--- src/rtl/stack_pointer_unit.sv ---
// stack_pointer_unit: bounded, downward-growing stack pointer with a shadow
// pointer for interrupt entry/exit, push/pop by STEP, full/empty status and
// sticky overflow/underflow/write-range fault flags.
// Optional build macro STACK_POINTER_UNIT_HWM_EN adds a highWater output that
// tracks the deepest (lowest) pointer value reached.
module stack_pointer_unit #(
    parameter int unsigned      WIDTH       = 16,
    parameter logic [WIDTH-1:0] STEP        = WIDTH'(1),
    parameter logic [WIDTH-1:0] LIMIT_LO    = WIDTH'(16'h0100),
    parameter logic [WIDTH-1:0] LIMIT_HI    = WIDTH'(16'h01FF),
    parameter logic [WIDTH-1:0] RESET_VALUE = WIDTH'(16'h01FF)
) (
    input  logic             clock,
    input  logic             reset,
    input  logic [WIDTH-1:0] writeData,
    input  logic             write,
    input  logic             push,
    input  logic             pop,
    input  logic             swap,
    input  logic             clearFlags,
    output logic [WIDTH-1:0] Data,
    output logic             empty,
    output logic             full,
    output logic             overflow,
    output logic             underflow,
    output logic             writeFault
`ifdef STACK_POINTER_UNIT_HWM_EN
    ,
    output logic [WIDTH-1:0] highWater
`endif
);

    // The single operation that wins this cycle after priority resolution.
    typedef enum logic [2:0] {
        OP_IDLE,
        OP_WRITE,
        OP_SWAP,
        OP_PUSH,
        OP_POP
    } op_e;

    op_e            op;
    logic [WIDTH-1:0] data_q, data_d;
    logic [WIDTH-1:0] shadow_q, shadow_d;
    logic             overflow_q, underflow_q, write_fault_q;
    logic             overflow_set, underflow_set, write_fault_set;
    logic [WIDTH:0]   down;
    logic [WIDTH:0]   up;
    logic             push_ok, pop_ok, write_ok;

    // One extra bit catches the borrow/carry so the pointer can never wrap.
    assign down     = {1'b0, data_q} - {1'b0, STEP};
    assign up       = {1'b0, data_q} + {1'b0, STEP};
    assign push_ok  = !down[WIDTH] && (down[WIDTH-1:0] >= LIMIT_LO);
    assign pop_ok   = (up <= {1'b0, LIMIT_HI});
    assign write_ok = (writeData >= LIMIT_LO) && (writeData <= LIMIT_HI);

    // Priority: write > swap > push/pop; push and pop together cancel out.
    always_comb begin
        // NOTE: every variable assigned in always_comb gets a default first, so no latch is inferred.
        op = OP_IDLE;
        if (write)             op = OP_WRITE;
        else if (swap)         op = OP_SWAP;
        else if (push && !pop) op = OP_PUSH;
        else if (pop && !push) op = OP_POP;
    end

    // Next pointer/shadow values and fault events for the winning operation.
    always_comb begin
        data_d          = data_q;
        shadow_d        = shadow_q;
        overflow_set    = 1'b0;
        underflow_set   = 1'b0;
        write_fault_set = 1'b0;
        case (op)
            OP_WRITE: begin
                if (write_ok) data_d = writeData;
                else          write_fault_set = 1'b1;
            end
            OP_SWAP: begin
                data_d   = shadow_q;
                shadow_d = data_q;
            end
            OP_PUSH: begin
                if (push_ok) data_d = down[WIDTH-1:0];
                else         overflow_set = 1'b1;
            end
            OP_POP: begin
                if (pop_ok) data_d = up[WIDTH-1:0];
                else        underflow_set = 1'b1;
            end
            default: ;
        endcase
    end

    // Pointer, shadow and sticky flags; a fault in the clearing cycle still sets its flag.
    always_ff @(posedge clock or negedge reset) begin
        if (!reset) begin
            data_q        <= RESET_VALUE;
            shadow_q      <= RESET_VALUE;
            overflow_q    <= 1'b0;
            underflow_q   <= 1'b0;
            write_fault_q <= 1'b0;
        end else begin
            // NOTE: sequential state uses non-blocking assignments so all registers update from pre-edge values.
            data_q        <= data_d;
            shadow_q      <= shadow_d;
            overflow_q    <= (overflow_q & ~clearFlags) | overflow_set;
            underflow_q   <= (underflow_q & ~clearFlags) | underflow_set;
            write_fault_q <= (write_fault_q & ~clearFlags) | write_fault_set;
        end
    end

`ifdef STACK_POINTER_UNIT_HWM_EN
    logic [WIDTH-1:0] hwm_q;

    // Deepest pointer value seen; clearFlags restarts tracking from the new pointer.
    always_ff @(posedge clock or negedge reset) begin
        if (!reset) begin
            hwm_q <= RESET_VALUE;
        end else if (clearFlags) begin
            hwm_q <= data_d;
        end else if (data_d < hwm_q) begin
            hwm_q <= data_d;
        end
    end

    assign highWater = hwm_q;
`endif

    assign Data       = data_q;
    assign empty      = (data_q == LIMIT_HI);
    assign full       = !push_ok;
    assign overflow   = overflow_q;
    assign underflow  = underflow_q;
    assign writeFault = write_fault_q;

endmodule

--- config.mk ---
export PLATFORM = sky130hd
export DESIGN_NAME = stack_pointer_unit
export DESIGN_NICKNAME = d
export VERILOG_FILES = /design/src/rtl/stack_pointer_unit.sv
export SDC_FILE = /design/constraint.sdc
export NUM_CORES = 1
export LEC_CHECK = 0
export CORE_UTILIZATION = 30
export CTS_CLUSTER_SIZE = 16
export DETAILED_ROUTE_END_ITERATION = 7
export SYNTH_ARGS = -nofsm -noshare
export SYNTH_HDL_FRONTEND = slang
export SYNTH_SLANG_ARGS = --single-unit
--- constraint.sdc ---
create_clock -name clock -period 7.02 [get_ports clock]
set_input_delay 1.404 -clock clock [delete_from_list [all_inputs] [get_ports clock]]
set_output_delay 1.404 -clock clock [all_outputs]
set_load 0.02 [all_outputs]
---- Word level (Yosys, flattened, before mapping) ----
Cells that the tools add are included.
operators by class
  $add $sub $neg .......................... 2
  multipliers ............................. 0
  div/mod/pow operators ................... 0
  magnitude comparators ................... 4
  equality and inequality tests ........... 8
  shift-type cells ........................ 0
  multiplexer cells ....................... 14
  bitwise gates (word level) .............. 7
  reduce and logical (&&, ||, !) cells .... 10
operator list
  kind                                                                 number
  case mux 16 bit (4 select lines)                                     1
  two-way mux 16 bit                                                   3
  greater-or-equal comparator 16 x 9 -> 1 bit (second input constant)  2
  adder 16 x 1 -> 17 bit (second input constant)                       1
  less-or-equal comparator 17 x 9 -> 1 bit (second input constant)     1
  subtractor 16 x 1 -> 17 bit (second input constant)                  1
  == test 16 x 9 -> 1 bit (second input constant)                      1
  less-or-equal comparator 16 x 9 -> 1 bit (second input constant)     1
  two-way mux 3 bit                                                    4
  == test 3 x 2 -> 1 bit (second input constant)                       2
  two-way mux 1 bit                                                    6
  inequality test 2 bit (second input constant)                        3
  logical AND 1 bit                                                    4
  logical NOT 1 bit                                                    4
  AND reduction 4 bit                                                  1
  nonzero test 4 bit                                                   1
  bitwise AND 1 bit                                                    3
  == test 3 x 1 -> 1 bit (second input constant)                       1
  == test 3 bit (second input constant)                                1
  OR 1 bit                                                             3
  inverter 1 bit                                                       1
word-level totals
  register bits ........................... 35
  latch bits .............................. 0
  memory bits (writable) .................. 0
  ROM bits ................................ 0
  input bits .............................. 23
  word-level logic and storage cells ...... 50
  memories ................................ 0

---- Depth between registers and ports, before layout ----
Gate-level depths: netlist of the first run.
  word-level depth ........................ 9
  mapped depth ............................ 11
  mapped depth without buffers ............ 9

---- Worst setup path after synthesis of the first run ----
OpenSTA, ideal clock, no wires.
  path kind ............................... register to output
  start ................................... register data_q[0], in the netlist Data[0]
  end ..................................... output port full
  arrival time ............................ 1.806 ns
  required time ........................... 5.616 ns
  path slack .............................. 3.810 ns
  stages on the path, launching flop included .. 8
  path buffers ............................ 1
  cells stage by stage .................... dfstp_2 -> buf_2 -> inv_1 -> ha_1 -> nand3_1 -> nor3_1 -> a31oi_2 -> inv_1
between the ends
  cells in the longest elaborated chain, start to end .. 4
RTL lines
  item                                                                              line  text
  from (decl)                                                                       43    logic [WIDTH-1:0] data_q, data_d;
  from (signal assigned)                                                            106   data_q <= data_d;
  subtractor 16 x 1 -> 17 bit *                                                     52    assign down = {1'b0, data_q} - {1'b0, STEP};
  greater-or-equal comparator 16 x 9 -> 1 bit or logical NOT 1 bit (tied branches)  54    assign push_ok = !down[WIDTH] && (down[WIDTH-1:0] >= LIMIT_LO);
  logical AND 1 bit *                                                               54
  logical NOT 1 bit *                                                               133   assign full = !push_ok;
  to (decl)                                                                         23    output logic full,
Every way passes the cells marked *; elsewhere a longest branch is shown, timed or not.

---- Worst setup path in the final report of the first run ----
Ends and elaborated chain as after synthesis.

==> impl_metrics.csv, run 1 <==
group,metric,value,unit
logic_synthesis,synth_nets,325,
finish,fin_nets,352,
sta,rsz0062_at_grt,"no",
die,core_region_area,0.00834,mm^2
sta,max_clock_freq,239,MHz
global_route,grt.met3_usage,3.67,%
logic_synthesis,synth.most_common_cell,"a21oi_1",
sta,maxSlewHeadroom,39.3,%
finish,final_util,38.2,%
die,fp.dieArea,0.00915,mm^2
global_route,grt_pass1_wl,12400,um
route,drc_errors,0,
logic_synthesis,syn_area,0.00263,mm^2
clock_network,cts.repair.resized,0,
clock_network,cts_inserted_buffers,5,
logic_synthesis,netlist.area_leader.share,18.0,%
place,port_buffers,43,
worst_hold_path,hold_class,"reg2reg",
clock_network,clock-sinks,35,
clock_network,cts_tree,"done",
outcome,status,"finished, final reports clean",
setup_path,cp-start-kind,"register",
route,drtIter0Drc,227,
clock_network,htree_levels,2,
die,die_h,95.7,um
logic_synthesis,synthCells,299,
clock_network,cts_buffer_depth,2,
logic_synthesis,synthTopCellsByCount,"a21oi_1, dfstp_2, nor2_1",
setup_path,cp_max_fo,12,
setup_path,cpMostUsedCell,"inv_1",
route,drtPass1Iterations,5,
finish,n_fill_cell,871,
sta,skew,7.23,ps
route,wire_per_inst,17.7,um
setup_path,r2r_setup_slack,3840,ps
setup_path,cpPeakStageDelay,650,ps
setup_path,critPathKind,"reg2out",
place,post-dp-hpwl,5330,um
global_route,gr-total-overflow,0,
route,routed_wirelength,7660,um
logic_synthesis,synth_edf_count,0,
clock_network,hold_buffers,0,
logic_synthesis,synthFlopType,"dfstp_2",
sta,hold_violations,0,
route,via_count,2565,
sta,finalCriticalPeriod,4180,ps
power,p_per_area,256,mW/mm^2
die,die_w,95.7,um
die,start_util,31.5,%
logic_synthesis,synthArstFlopShare,100,%
setup_path,slowest_stage,"dfstp_2",
logic_synthesis,synth_warnings,0,
route,ant_nets,0,
sta,tns,0,ps
place,place_congestion,0.955,
route,avgViaCountPerCell,5.94,
setup_path,critPathRequiredTime,5620,ps
global_route,grt.total_usage,17.7,%
clock_network,postCtsSetupRepairBufs,0,
logic_synthesis,ys_seq_area_share,34.1,%
global_route,grt_pass1_vias,2356,
power,total_leakage_power,1.11,nW
global_route,met1_usage,24.8,%
power,peakVddDrop,0.112,mV
die,num_rows,33,
sta,drv_slew,0,
die,io_pins,44,
logic_synthesis,synth_seq_cells,35,
finish,num_antenna_cells,0,
clock_network,clock_latency,300,ps
setup_path,cp-end-kind,"output port",
logic_synthesis,ys_types,56,
logic_synthesis,yosys.area.top_type,"dfstp_2",
sta,tightest_slew,910,ps
global_route,grt-busiest-layer,"met2",
clock_network,clk_pin_slew_worst_paths,70,ps
sta,period_share,59.6,%
sta,setup_viol,0,
global_route,met2_usage,26.8,%
setup_path,crit_chain,"inv_1 -> ha_1 -> nand3_1 -> nor3_1 -> a31oi_2 -> inv_1 -> clkdlybuf4s50_1",
logic_synthesis,synth_area_leaders,"dfstp_2, dfrtp_1, mux2_2, a21oi_1, a221oi_1",
setup_path,cp.arrival,2780,ps
logic_synthesis,avgSynthCellArea,8.80,um^2
finish,drive_above_1_share,16.2,%
job,timing.max_cap.violations,0,
global_route,grt_max_degree,36,
global_route,antenna_found_initial,0,
clock_network,cts_root_buffer,"clkbuf_8",
finish,syn2layout_area_growth,21.0,%
==> per-stage QoR <==
| step | area (um^2) | total power [W] | cells | hold WS (ps) | setup slack, ps |
|---|---|---|---|---|---|
| after CTS | 3180 | 0.000818 | 432 | 514 | 2840 |
| final | 3180 | 0.000814 | 432 | 513 | 2840 |
| after global placement | 3100 | 0.000664 | 424 | 497 | 2950 |
| after detailed placement | 3100 | 0.000670 | 424 | 496 | 2910 |
| after global routing | 3180 | 0.000866 | 432 | 541 | 2690 |
| after floorplan | 2630 | 0.000559 | 299 | 480 | 3810 |
==> cells by family (layout without fill, tap and decap cells) <==
family | Yosys count | count (layout) | synth area share (%)
DFF | 35 | 35 | 34.1
AOI/OAI and AO/OA | 99 | 99 | 27.6
xor gates and xnor gates | 8 | 8 | 2.66
buffers and inverters | 37 | 65 | 6.09
and+or+nand+nor | 100 | 100 | 20.8
muxes | 17 | 17 | 7.23
adders and majority gates | 3 | 3 | 1.43
==> critical path: cells and delay by family, from the launching register on <==
family                     cells  cell delay [ps]
adders and majority gates      1              300
and+or+nand+nor                2              320
AOI/OAI and AO/OA              1              430
DFF                            1              650
buffers and inverters          3              790
==> layout by cell type (no fill, tap or decap), types with 10 or more instances in the layout <==
master / count
inv_1: 11
nor2_1: 18
dfstp_2: 18
a221oi_1: 12
mux2_2: 16
nand3_1: 10
dfrtp_1: 17
nor3_1: 14
nand2_1: 17
clkdlybuf4s50_1: 43
a21oi_1: 21
o21ai_1: 17
==> state kept, by name, summed over array words and instances, names as in the netlist <==
name and cells:
Data 16, shadow_q 16, overflow 1, underflow 1, writeFault 1
==> final cells by class <==
| cell class | count | area, um^2 | share of cell area (%) |
|---|---|---|---|
| Multi-Input combinational cell | 227 | 1580 | 49.6 |
| Sequential cell | 35 | 898 | 28.2 |
| Timing Repair Buffer | 46 | 453 | 14.2 |
| Tap cell | 105 | 131 | 4.13 |
| Clock buffer | 8 | 80.1 | 2.51 |
| Inverter | 11 | 41.3 | 1.30 |
==> where the power goes <==
part           internal [W]  leakage [nW]  switching, W
clock network     0.0000705        0.0395     0.0000752
registers          0.000276         0.402     0.0000942
logic              0.000143         0.669      0.000155
total              0.000490          1.11      0.000324
==> routing by layer <==
metal  share of wire [%]  vias up
li1                    -     1194
met1                  46     1267
met2                  46       93
met3                 6.5       11
met4                 1.3        0
met5                   0        -
==> worst paths after layout <==
check / startpoint / to / cells past startpoint
max: Data[0] / full / 7
min: shadow_q[10] / shadow_q[10] / 1
max reg2reg: Data[0] / Data[10] / 8
min reg2reg: shadow_q[10] / shadow_q[10] / 1
max in group asynchronous: reset / Data[5] / 2
min in group asynchronous: reset / overflow / 2
Note: power is estimated with default switching activity, not from simulation.
==> inputs of run 2 (changes only) <==
==> constraint.sdc (replaced) <==
create_clock -name clock -period 3.73 [get_ports clock]
set_input_delay 0.746 -clock clock [delete_from_list [all_inputs] [get_ports clock]]
set_output_delay 0.746 -clock clock [all_outputs]
set_load 0.02 [all_outputs]
==> impl_metrics.csv, run 2 (synthesized netlist as in run 1, its figures left out) <==
group,metric,value,unit
die,fp.dieArea,0.00915,mm^2
route,drtIter0Drc,281,
clock_network,clock_latency,300,ps
clock_network,cts_buffer_depth,2,
sta,finalCriticalPeriod,3420,ps
sta,whs,513,ps
sta,tightest_slew,875,ps
sta,hold_violations,0,
job,timing.max_cap.violations,0,
finish,num_antenna_cells,0,
route,drc_errors,0,
global_route,grt.met3_usage,3.91,%
setup_path,crit_chain,"ha_1 -> and4_1 -> nand2_1 -> nor3_1 -> clkdlybuf4s50_1",
clock_network,cts.repair.resized,0,
clock_network,cts_root_buffer,"clkbuf_8",
place,dp_slack,421,ps
setup_path,cpPeakStageDelay,660,ps
setup_path,critPathRequiredTime,2980,ps
place,dp.cells,430,
worst_hold_path,hold_class,"reg2reg",
sta,setup_viol,0,
sta,tns,0,ps
finish,final_util,39.0,%
die,die_h,95.7,um
setup_path,critPathKind,"reg2out",
die,core_region_area,0.00834,mm^2
sta,fin_ws,308,ps
sta,maxSlewHeadroom,41.3,%
power,p_per_area,481,mW/mm^2
power,total_leakage_power,1.15,nW
clock_network,cts_tree,"done",
route,drtPass1Iterations,5,
global_route,grt-busiest-layer,"met2",
global_route,antenna_found_initial,0,
power,peakVddDrop,0.174,mV
place,place_congestion,0.974,
sta,period_share,91.7,%
finish,fin_nets,358,
clock_network,htree_levels,2,
sta,rsz0062_at_grt,"no",
clock_network,cts_inserted_buffers,5,
finish,mostFrequentLayoutCells,"clkdlybuf4s50_1, a21oi_1, dfstp_2, nor2_1",
global_route,grt.total_usage,18.9,%
setup_path,cp-start-kind,"register",
setup_path,slowest_stage,"clkdlybuf4s50_1",
route,ant_nets,0,
finish,instances_no_fill,438,
finish,syn2layout_area_growth,23.6,%
global_route,met1_usage,26.0,%
sta,drv_slew,0,
setup_path,cp_max_fo,12,
die,io_pins,44,
global_route,grt_pass1_vias,2457,
sta,skew,9.08,ps
route,routed_wirelength,8140,um
clock_network,hold_buffers,0,
die,start_util,31.5,%
global_route,met2_usage,29.5,%
clock_network,postCtsSetupRepairBufs,0,
die,die_w,95.7,um
place,port_buffers,43,
die,num_rows,33,
setup_path,cp.arrival,2680,ps
route,avgViaCountPerCell,5.83,
global_route,grt_max_degree,36,
finish,drive_above_1_share,18.3,%
route,via_count,2554,
finish,final_common_cell,"clkdlybuf4s50_1",
global_route,grt_pass1_wl,13200,um
clock_network,clock-sinks,35,
global_route,gr-total-overflow,0,
sta,max_clock_freq,292,MHz
place,post-dp-hpwl,5670,um
route,wire_per_inst,18.6,um
setup_path,cp-end-kind,"output port",
clock_network,clk_pin_slew_worst_paths,80,ps
outcome,status,"finished, final reports clean",
==> run 2: cell count changes in the layout (fill, tap and decap cells not counted), sizes merged <==
cell and delta:
clkinv +1, clkbuf -1, buf +6
==> run 2: final timing paths <==
path | cells after the start | endpoint | slack (ps) | from
max reg2reg | 8 | Data[4] | 590 | Data[0]
min reg2reg | 1 | shadow_q[10] | 510 | shadow_q[10]
min | 1 | shadow_q[10] | 510 | shadow_q[10]
min in group asynchronous | 2 | Data[14] | 880 | reset
max in group asynchronous | 2 | shadow_q[8] | 2510 | reset
max | 5 | empty | 310 | Data[0]
==> run 2: cell type report <==
class | instances | area, um^2
Fill cell | 845 | 5090
Multi-Input combinational cell | 227 | 1580
Sequential cell | 35 | 898
Timing Repair Buffer | 52 | 510
Tap cell | 105 | 131
Clock buffer | 7 | 86.3
Inverter | 11 | 41.3
Clock inverter | 1 | 5.00
==> run 2: report_power, final <==
part	internal (W)	total (W)	switching, W	leakage, nW
logic	0.000278	0.000587	0.000309	0.700
registers	0.000519	0.000686	0.000168	0.402
clock network	0.000149	0.000294	0.000144	0.0482
total	0.000946	0.00157	0.000621	1.15
==> run 2: metal layers <==
metal	share of wire, %	routed length (um)	vias up
met4	1.8	150	0
li1	-	-	1199
met3	8.7	708	18
met1	45	3630	1208
met2	45	3660	129
met5	0	0	-
==> run 2: through the flow <==
stage | total power, W | cell area [um^2]
2_1_floorplan | 0.00105 | 2630
3_3_place_gp | 0.00126 | 3160
5_1_grt | 0.00167 | 3250
6_report | 0.00157 | 3250
4_1_cts | 0.00157 | 3250
3_5_place_dp | 0.00127 | 3160
==> run 2: worst max-delay path, delay by kind of cell, from the launching register on <==
kind                       cells  cell delay, ps
and+or+nand+nor                3             730
DFF                            1             650
buffers and inverters          1             660
adders and majority gates      1             340
